[config.mk]
export PLATFORM = sky130hd
export DESIGN_NAME = config_load_sequencer_flat
export DESIGN_NICKNAME = d
export VERILOG_FILES = /design/src/rtl/config_load_sequencer_pkg.sv /design/src/rtl/config_load_sequencer_if.sv /design/src/rtl/config_load_sequencer_onehot_dec.sv /design/src/rtl/config_load_sequencer.sv /design/src/flat_wrapper.sv
export SDC_FILE = /design/constraint.sdc
export NUM_CORES = 1
export LEC_CHECK = 0
export ABC_AREA = 1
export ABC_CLOCK_PERIOD_IN_PS = 3000
export BUFFER_PORTS_ARGS = -buffer_cell sky130_fd_sc_hd__clkbuf_2
export CAP_MARGIN = 20
export CORE_ASPECT_RATIO = 1.2
export CORE_MARGIN = 10
export CORE_UTILIZATION = 41
export DETAILED_ROUTE_END_ITERATION = 10
export PLACE_DENSITY = 0.72
export SLEW_MARGIN = 10
export SYNTH_ARGS = -nofsm -noshare
export SYNTH_HDL_FRONTEND = slang
export SYNTH_SLANG_ARGS = --single-unit
[constraint.sdc]
create_clock -name clk -period 3 [get_ports clk]
set_input_delay 0.15 -clock clk [delete_from_list [all_inputs] [get_ports clk]]
set_output_delay 0.15 -clock clk [all_outputs]
set_load 0.005 [all_outputs]
[src/rtl/config_load_sequencer_pkg.sv]
// Shared types and defaults for the config latch load sequencer.
package cfg_pkg;

  localparam int unsigned CFG_WORD_W  = 32;
  localparam int unsigned CFG_N_WORDS = 17;

  typedef enum logic [2:0] {
    IDLE,
    WAIT,
    SETUP,
    STROBE,
    HOLD,
    DONE
  } cfg_state_e;

  // Width of the shared phase down-counter: must hold max(*_CYC) - 1.
  function automatic int unsigned cfg_phase_w(int unsigned a, int unsigned b, int unsigned c);
    int unsigned m;
    m = a;
    if (b > m) m = b;
    if (c > m) m = c;
    return (m < 2) ? 1 : $clog2(m + 1);
  endfunction

endpackage

[src/rtl/config_load_sequencer_if.sv]
// Command, config-word stream and latch-bank signals of the load sequencer.
interface config_load_sequencer_if
  import cfg_pkg::*;
#(
  parameter int unsigned WORD_W  = CFG_WORD_W,
  parameter int unsigned N_WORDS = CFG_N_WORDS,
  parameter int unsigned IDX_W   = 5
);
  logic               io_start;
  logic [IDX_W-1:0]   io_base;
  logic [IDX_W:0]     io_count;
  logic               io_abort;
  logic               io_in_valid;
  logic               io_in_ready;
  logic [WORD_W-1:0]  io_in_bits;
  logic [WORD_W-1:0]  io_d_out;
  logic [N_WORDS-1:0] io_configs_en;
  logic               io_busy;
  logic               io_done;
  logic               io_err;

  modport master (
    output io_start, io_base, io_count, io_abort, io_in_valid, io_in_bits,
    input  io_in_ready, io_d_out, io_configs_en, io_busy, io_done, io_err
  );

  modport slave (
    input  io_start, io_base, io_count, io_abort, io_in_valid, io_in_bits,
    output io_in_ready, io_d_out, io_configs_en, io_busy, io_done, io_err
  );
endinterface

[src/rtl/config_load_sequencer_onehot_dec.sv]
// Word index to one-hot latch enable; all-zero when disabled or out of range.
module cfg_onehot_dec
  import cfg_pkg::*;
#(
  parameter int unsigned N_WORDS = CFG_N_WORDS,
  parameter int unsigned IDX_W   = 5
) (
  input  logic [IDX_W-1:0]   idx,
  input  logic               en,
  output logic [N_WORDS-1:0] onehot
);
  always_comb begin
    onehot = '0;
    for (int unsigned i = 0; i < N_WORDS; i++) begin
      if (en && (idx == IDX_W'(i))) onehot[i] = 1'b1;
    end
  end
endmodule

[src/rtl/config_load_sequencer.sv]
// Sequences config words onto the shared latch data bus with setup/strobe/hold
// phasing so the data bus never changes while an enable is high.
module config_load_sequencer
  import cfg_pkg::*;
#(
  parameter int unsigned WORD_W     = CFG_WORD_W,
  parameter int unsigned N_WORDS    = CFG_N_WORDS,
  parameter int unsigned IDX_W      = 5,
  parameter int unsigned SETUP_CYC  = 1,
  parameter int unsigned STROBE_CYC = 1,
  parameter int unsigned HOLD_CYC   = 1
) (
  input logic                    clk,
  input logic                    reset,
  config_load_sequencer_if.slave bus
);
  localparam int unsigned PH_W = cfg_phase_w(SETUP_CYC, STROBE_CYC, HOLD_CYC);

  cfg_state_e         state;
  logic [IDX_W-1:0]   idx;
  logic [IDX_W:0]     remaining;
  logic [PH_W-1:0]    phase_cnt;
  logic               aborted;
  logic [N_WORDS-1:0] dec_onehot;
  logic [IDX_W+1:0]   cmd_end;
  logic               cmd_ok;

  assign cmd_end = {2'b00, bus.io_base} + {1'b0, bus.io_count};
  assign cmd_ok  = (bus.io_count != '0) && (cmd_end <= (IDX_W+2)'(N_WORDS));

  // Abort outranks a pending word, so ready is masked by it.
  assign bus.io_in_ready = (state == WAIT) && !bus.io_abort;

  cfg_onehot_dec #(
    .N_WORDS(N_WORDS),
    .IDX_W  (IDX_W)
  ) u_dec (
    .idx   (idx),
    .en    (state == SETUP),
    .onehot(dec_onehot)
  );

  always_ff @(posedge clk or posedge reset) begin
    if (reset) begin
      state             <= IDLE;
      idx               <= '0;
      remaining         <= '0;
      phase_cnt         <= '0;
      aborted           <= 1'b0;
      bus.io_d_out      <= '0;
      bus.io_configs_en <= '0;
      bus.io_busy       <= 1'b0;
      bus.io_done       <= 1'b0;
      bus.io_err        <= 1'b0;
    end else begin
      bus.io_done <= 1'b0;
      bus.io_err  <= 1'b0;
      case (state)
        IDLE: begin
          if (bus.io_start) begin
            if (cmd_ok) begin
              idx         <= bus.io_base;
              remaining   <= bus.io_count;
              aborted     <= 1'b0;
              bus.io_busy <= 1'b1;
              state       <= WAIT;
            end else begin
              bus.io_err <= 1'b1;
            end
          end
        end
        WAIT: begin
          if (bus.io_abort) begin
            bus.io_busy <= 1'b0;
            state       <= IDLE;
          end else if (bus.io_in_valid) begin
            bus.io_d_out <= bus.io_in_bits;
            phase_cnt    <= PH_W'(SETUP_CYC - 1);
            state        <= SETUP;
          end
        end
        SETUP: begin
          if (bus.io_abort) begin
            bus.io_busy <= 1'b0;
            state       <= IDLE;
          end else if (phase_cnt == '0) begin
            bus.io_configs_en <= dec_onehot;
            phase_cnt         <= PH_W'(STROBE_CYC - 1);
            state             <= STROBE;
          end else begin
            phase_cnt <= phase_cnt - 1'b1;
          end
        end
        STROBE: begin
          // An abort cuts the strobe short but still runs a full hold.
          if (bus.io_abort) aborted <= 1'b1;
          if (bus.io_abort || (phase_cnt == '0)) begin
            bus.io_configs_en <= '0;
            phase_cnt         <= PH_W'(HOLD_CYC - 1);
            state             <= HOLD;
          end else begin
            phase_cnt <= phase_cnt - 1'b1;
          end
        end
        HOLD: begin
          if (bus.io_abort) aborted <= 1'b1;
          if (phase_cnt == '0) begin
            idx       <= idx + 1'b1;
            remaining <= remaining - 1'b1;
            if (aborted || bus.io_abort) begin
              bus.io_busy <= 1'b0;
              state       <= IDLE;
            end else if (remaining == (IDX_W+1)'(1)) begin
              bus.io_done <= 1'b1;
              state       <= DONE;
            end else begin
              state <= WAIT;
            end
          end else begin
            phase_cnt <= phase_cnt - 1'b1;
          end
        end
        DONE: begin
          bus.io_busy <= 1'b0;
          state       <= IDLE;
        end
        default: state <= IDLE;
      endcase
    end
  end
endmodule

[src/flat_wrapper.sv]
// flat-port wrapper written by rule: the top's interface ports become plain ports
module config_load_sequencer_flat import cfg_pkg::*;
#(
  parameter int unsigned WORD_W     = CFG_WORD_W,
  parameter int unsigned N_WORDS    = CFG_N_WORDS,
  parameter int unsigned IDX_W      = 5,
  parameter int unsigned SETUP_CYC  = 1,
  parameter int unsigned STROBE_CYC = 1,
  parameter int unsigned HOLD_CYC   = 1
)
  (clk, reset, bus_io_start, bus_io_base, bus_io_count, bus_io_abort, bus_io_in_valid, bus_io_in_bits, bus_io_in_ready, bus_io_d_out, bus_io_configs_en, bus_io_busy, bus_io_done, bus_io_err);
  config_load_sequencer_if #(.WORD_W(WORD_W), .N_WORDS(N_WORDS), .IDX_W(IDX_W)) bus_i ();
  input logic clk;
  input logic reset;
  input wire logic [$bits(bus_i.io_start)-1:0] bus_io_start;
  input wire logic [$bits(bus_i.io_base)-1:0] bus_io_base;
  input wire logic [$bits(bus_i.io_count)-1:0] bus_io_count;
  input wire logic [$bits(bus_i.io_abort)-1:0] bus_io_abort;
  input wire logic [$bits(bus_i.io_in_valid)-1:0] bus_io_in_valid;
  input wire logic [$bits(bus_i.io_in_bits)-1:0] bus_io_in_bits;
  output wire logic [$bits(bus_i.io_in_ready)-1:0] bus_io_in_ready;
  output wire logic [$bits(bus_i.io_d_out)-1:0] bus_io_d_out;
  output wire logic [$bits(bus_i.io_configs_en)-1:0] bus_io_configs_en;
  output wire logic [$bits(bus_i.io_busy)-1:0] bus_io_busy;
  output wire logic [$bits(bus_i.io_done)-1:0] bus_io_done;
  output wire logic [$bits(bus_i.io_err)-1:0] bus_io_err;
  assign bus_i.io_start = bus_io_start;
  assign bus_i.io_base = bus_io_base;
  assign bus_i.io_count = bus_io_count;
  assign bus_i.io_abort = bus_io_abort;
  assign bus_i.io_in_valid = bus_io_in_valid;
  assign bus_i.io_in_bits = bus_io_in_bits;
  assign bus_io_in_ready = bus_i.io_in_ready;
  assign bus_io_d_out = bus_i.io_d_out;
  assign bus_io_configs_en = bus_i.io_configs_en;
  assign bus_io_busy = bus_i.io_busy;
  assign bus_io_done = bus_i.io_done;
  assign bus_io_err = bus_i.io_err;
  config_load_sequencer #(.WORD_W(WORD_W), .N_WORDS(N_WORDS), .IDX_W(IDX_W), .SETUP_CYC(SETUP_CYC), .STROBE_CYC(STROBE_CYC), .HOLD_CYC(HOLD_CYC)) u_core (.clk(clk), .reset(reset), .bus(bus_i));
endmodule
; Word level (Yosys, flattened, before mapping)
; Cells that the tools add are included.
; Widths: inputs -> output; s select.
[classes]
addsub = 4
n_lt_le_gt_ge = 1
n_eq_ne = 35
muxes = 63
n_bitwise = 2
n_reduce_logical = 39
[op_table]
columns = cell, n
row1 = $mux 17, 3
row2 = $eq 5x4->1 const B, 8
row3 = $mux 1, 37
row4 = $pmux 17 s2, 1
row5 = $mux 3, 10
row6 = $eq 5x3->1 const B, 4
row7 = $logic_and 1x1->1, 19
row8 = $mux 6, 3
row9 = $reduce_and 4->1, 4
row10 = $mux 5, 3
row11 = $pmux 3 s5, 1
row12 = $ne 2x2->1 const B, 6
row13 = $pmux 6 s2, 1
row14 = $reduce_and 6->1, 2
row15 = $eq 5x2->1 const B, 2
row16 = $ne 2x1->1 const B, 5
row17 = $pmux 5 s2, 1
row18 = $pmux 1 s4, 2
row19 = $reduce_bool 4->1, 2
row20 = $add 5x6->7, 1
row21 = $le 7x5->1 const B, 1
row22 = $eq 3x2->1 const B, 2
row23 = $eq 3x3->1 const B, 2
row24 = $eq 6x1->1 const B, 1
row25 = other kinds (17), 23
[word_totals]
reg_bits = 68
in_bits = 48
output_inout_bits = 53
elab_cells = 154

; Logic depth before layout (Yosys ltp)
[logic_depth]
word_depth = 6
ltp_mapped = 14
ltp_nobuf = 13

; Modules after synthesis
; Synthesis repeated with hierarchy kept, for this count alone.
[unflattened]
hier_cells = 405
hier_area_um2 = 3602.2
[modules_own_cells]
columns = module, n_inst, cells_per_inst, area_per_inst_um2, seq_area_each_um2
row1 = config_load_sequencer, 1, 367, 3452.1, 1701.6
row2 = cfg_onehot_dec, 1, 38, 150.1, 0.0

; Worst setup path before layout
; OpenSTA, ideal clock, no wires.
[synth_timing]
path_type = input to register
startpoint = input port bus_io_count[0]
endpoint = register u_core.idx[4]
setup_time_ns = 0.117
arrival_ns = 1.633
required_time_ns = 2.883
setup_slack_ns = 1.250
cell_stages = 13
n_path_buf = 1
cell_sequence = ha_1 inv_1 fa_1 xnor2_1 nor2_1 nand3_1 nand3_1 nand3_2 nand2_4 nand2_4 buf_6 nand2_1 nand2_1
[synth_between]
elab_chain_cells = 5
elab_cells_between_ends = 6
classes_between = add/sub (1) / order compare (1) / eq/ne (1) / reduce/logical (3)
[synth_rtl]
columns = element, line_no
row1 = from (decl), flat_wrapper.sv:17  ; input wire logic [$bits(bus_i.io_count)-1:0] bus_io_count;
row2 = $add 5x6->7, config_load_sequencer.sv:28  ; assign cmd_end = {2'b00, bus.io_base} + {1'b0, bus.io_count};
row3 = $le 7x5->1, config_load_sequencer.sv:29  ; assign cmd_ok = (bus.io_count != '0) && (cmd_end <= (IDX_W+2)'(N_WORDS));
row4 = $logic_and 1x1->1 *, config_load_sequencer.sv:29
row5 = $ne 2x1->1 (no source line) *, -
row6 = $reduce_and 4->1 (no source line) *, -
row7 = to (signal assigned), config_load_sequencer.sv:62  ; idx <= bus.io_base;
row8 = to (signal assigned), config_load_sequencer.sv:108  ; idx <= idx + 1'b1;
row9 = to (decl), config_load_sequencer.sv:20  ; logic [IDX_W-1:0] idx;
; Every way passes the cells marked *; elsewhere a longest branch is shown, timed or not.
; A chain may end at the register's enable or synchronous reset.

; Worst setup path after layout
[layout_timing]
startpoint = register u_core.state[0]
endpoint = register u_core.state[2]
[layout_between]
elab_chain_cells = 3
elab_cells_between_ends = 13
classes_between = eq/ne (10) / mux (1) / reduce/logical (2)
[layout_rtl]
columns = element, line_no
row1 = from (decl), config_load_sequencer.sv:19  ; cfg_state_e state;
row2 = from (signal assigned), config_load_sequencer.sv:45  ; state <= IDLE;
row3 = from (signal assigned), config_load_sequencer.sv:66  ; state <= WAIT;
row4 = from (signal assigned), config_load_sequencer.sv:75  ; state <= IDLE;
row5 = "$eq 3x2->1, or another cell as far along", config_load_sequencer.sv:58  ; case (state)
row6 = "$ne 3x3->1 (no source line), or another cell as far along", -
row7 = $reduce_and 6->1 (no source line), -
; Several ways; a longest one is shown, not always the timed one.

==> out/metrics.yaml <==
combPwrFrac: 0.402
pwr-share-seq: 0.384
ctsHoldBuffers: 0
die_w_um: 103.8
vias_per_cell: 4.809
final-setup-viol-count: 0
post-route-period-util: 0.6104
post-place-ws_ns: 0.9456
post_cts_resized: 0
yosysUniqueCellTypes: 37
internal_power_mw: 2.640
synth-compound-area-share: 0.07425
cts_made_buffers: 9
synth_nets: 430
postCtsSetupBuffers: 0
clkPwrFrac: 0.214
status: "finished, final reports clean"
htree_levels: 3
rsz0062_at_grt: "no"
utilization: 0.5261
synthMuxAreaShare: 0.1043
cap_viol_max_count: 0
syn_area_um2: 3455
tightest_slew_ns: 0.8095
drv_slew: 0
drt_iter0_drc: 166
ys_ff_latch: 68
cp-end-kind: "flop"
hold_ws_ns: 0.01055
io_buffers: 100
cts_tree: "done"
grt_antenna_before_repair: 0
final.fill_count: 760
multi_input_area_um2: 1531
grt_pass1_vias: 2892
ir_worst_vdd_uv: 247.7
dpl-instance-area_um2: 4049
final_area_um2: 4289
finalNetCount: 533
synth_top_family_by_area: "simple AND/OR/NAND/NOR gates"
synthSimpleGateAreaFrac: 0.2104
dp.final_hpwl_um: 6329
drtAntennaViolNets: 0
power.leakage_nw: 2.269
min_period_ns: 1.831
coreArea_um2: 8153
ios: 101
drive_above_1_share: 0.3333
ys_seq_area_frac: 0.4926
cts_root_buf: "clkbuf_8"
maxSlewHeadroom: 0.4603
wl_per_cell_um: 13.84
track_usage: 0.1329
clk_pin_slew_ns: 0.08
cts_sinks: 68
critical_path_class: "reg2reg"
p_switching_mw: 1.573
syn2layout_area_growth_pct: 24.16
drt_wl_total_um: 8181
synth-xor-area-share: 0.005071
insertion_delay_ns: 0.35
vias: 2842
sw_frac_of_total: 0.3734
yosys_warnings: 0
avgSynthCellArea_um2: 9.362
crit_required_ns: 3.29
skew_ns: 0.007040
arrival_ns: 2.12
gp_congestion: 0.8432
fp-row-count: 36
cts_buffer_depth: 2
grt_max_degree: 69
die_h_um: 120.6
cellPowerDensity_nw_per_um2: 982.3
syn-instance-count: 369
overflow: 0
drc_errors: 0
grt_pass1_wl_um: 13790
tns_ns: 0
fmax_ghz: 0.5461
critPathLaunchType: "flop"
start_util: 0.4237
synthAdderAreaFrac: 0.04926
min_path_type: "in2reg"
worstPathMaxFanout: 19
dieArea_um2: 12510
dr.pass1.iters: 4
finalHoldViolations: 0
fin_ws_ns: 1.169
seqCellArea_um2: 1702
diodes: 0
critical path: stages, from the launching register on:
cell and delay [ns]:
dfrtp_1 0.42, inv_1 0.12, nand3_2 0.32, nor3_1 0.43
nand4_1 0.22, nand2_1 0.10, nand3_1 0.08, nand2_1 0.08
cells in the final DEF, fill, tap and decap left out, types with 3 or more instances in the layout:
cell and instances:
a21oi_1 5, bufinv_16 3, clkbuf_2 100, clkbuf_8 9, clkinvlp_4 3, dfrtp_1 68, ha_1 12, inv_1 40
mux2_1 5, mux2_2 27, nand2_1 87, nand2_2 3, nand3_1 27, nand4_1 5, nor2_1 24, nor3_1 3
o21ai_0 13, o21ai_1 4, o31ai_1 11
synth_stat cells:
library cell | count | area, um^2
nand3b_1 | 1 | 7.510
or2_1 | 1 | 6.260
a32o_1 | 1 | 10.01
o21bai_1 | 1 | 7.510
o21ai_0 | 13 | 65.06
clkbuf_1 | 1 | 3.750
o41ai_1 | 2 | 17.52
inv_2 | 1 | 3.750
buf_2 | 6 | 30.03
mux2_1 | 5 | 56.30
ha_1 | 12 | 150.1
xnor2_1 | 2 | 17.52
o21ai_1 | 4 | 20.02
nor2_2 | 1 | 6.260
nor3_1 | 3 | 15.01
nand2_1 | 87 | 326.6
mux2_2 | 27 | 304.0
nand4_1 | 5 | 31.28
nand2_2 | 3 | 18.77
inv_1 | 41 | 153.9
o21ai_2 | 1 | 8.760
a21oi_1 | 5 | 25.02
nor2_1 | 24 | 90.09
buf_4 | 1 | 7.510
nand4_2 | 1 | 12.51
dfrtp_1 | 68 | 1702
nand2_4 | 2 | 22.52
a21o_1 | 1 | 7.510
a31oi_1 | 2 | 12.51
o31ai_1 | 11 | 82.58
or2_2 | 1 | 6.260
nor4_1 | 1 | 6.260
buf_6 | 2 | 22.52
nand3_2 | 2 | 20.02
nand3_1 | 27 | 135.1
fa_1 | 1 | 20.02
nor2_4 | 2 | 22.52
cells by family (layout without fill, tap and decap cells):
logic type / count (synthesis) / after routing
adder cells (fa/ha/maj): 13 / 13
AND/OR/NAND/NOR: 161 / 161
buffers and inverters: 52 / 160
XOR/XNOR: 2 / 2
flip-flops: 68 / 68
AO/OA/AOI/OAI: 41 / 41
multiplexers: 32 / 32
routing by layer:
layer  GRT usage  wire length, um  up-vias
met5           0                0        -
met4     0.05488              131        0
met3     0.04463              568       10
met2      0.2119             3776       90
met1      0.1620             3704     1308
li1            -                -     1434
power by group through the flow:
stage	combinational, mW	sequential [mW]	clock [mW]
3_5_place_dp	1.72	1.63	0
5_1_grt	1.94	1.68	0.960
4_1_cts	1.73	1.62	0.918
6_report	1.69	1.62	0.904
2_1_floorplan	1.13	1.62	0
3_3_place_gp	1.68	1.61	0
stage by stage:
stage / total power [mW] / cells
after global routing: 4.582 / 591
final: 4.213 / 591
after detailed placement: 3.354 / 575
after CTS: 4.269 / 591
after floorplan: 2.749 / 369
after global placement: 3.288 / 575
state kept, by name (all words and copies together), names as in the netlist:
| register | cells |
|---|---|
| u_core.state | 3 |
| u_core.phase_cnt | 1 |
| u_core.bus.io_d_out | 32 |
| u_core.remaining | 6 |
| u_core.bus.io_configs_en | 17 |
| u_core.bus.io_busy | 1 |
| u_core.aborted | 1 |
| u_core.bus.io_done | 1 |
| u_core.idx | 5 |
| u_core.bus.io_err | 1 |
cell type report:
class / instances / share of cell area
multi-input combinational: 249 / 0.3571
sequential: 68 / 0.3967
timing repair buffer: 102 / 0.1202
clock buffer: 10 / 0.02975
clock inverter: 6 / 0.02625
inverter: 42 / 0.03676
tap: 114 / 0.03326
path summary, 6_finish.rpt:
| check | start | cells after the start | slack (ns) | endpoint |
|---|---|---|---|---|
| min reg2reg | u_core.aborted | 2 | 0.48 | u_core.aborted |
| max reg2reg | u_core.state[0] | 7 | 1.17 | u_core.state[2] |
| max | u_core.state[0] | 7 | 1.17 | u_core.state[2] |
| min | bus_io_in_bits[25] | 2 | 0.01 | u_core.bus.io_d_out[25] |
| min in group asynchronous | reset | 3 | 0.03 | u_core.bus.io_d_out[25] |
| max in group asynchronous | reset | 3 | 2.46 | u_core.bus.io_configs_en[11] |
No activity file was read; power rests on OpenSTA's default activity.
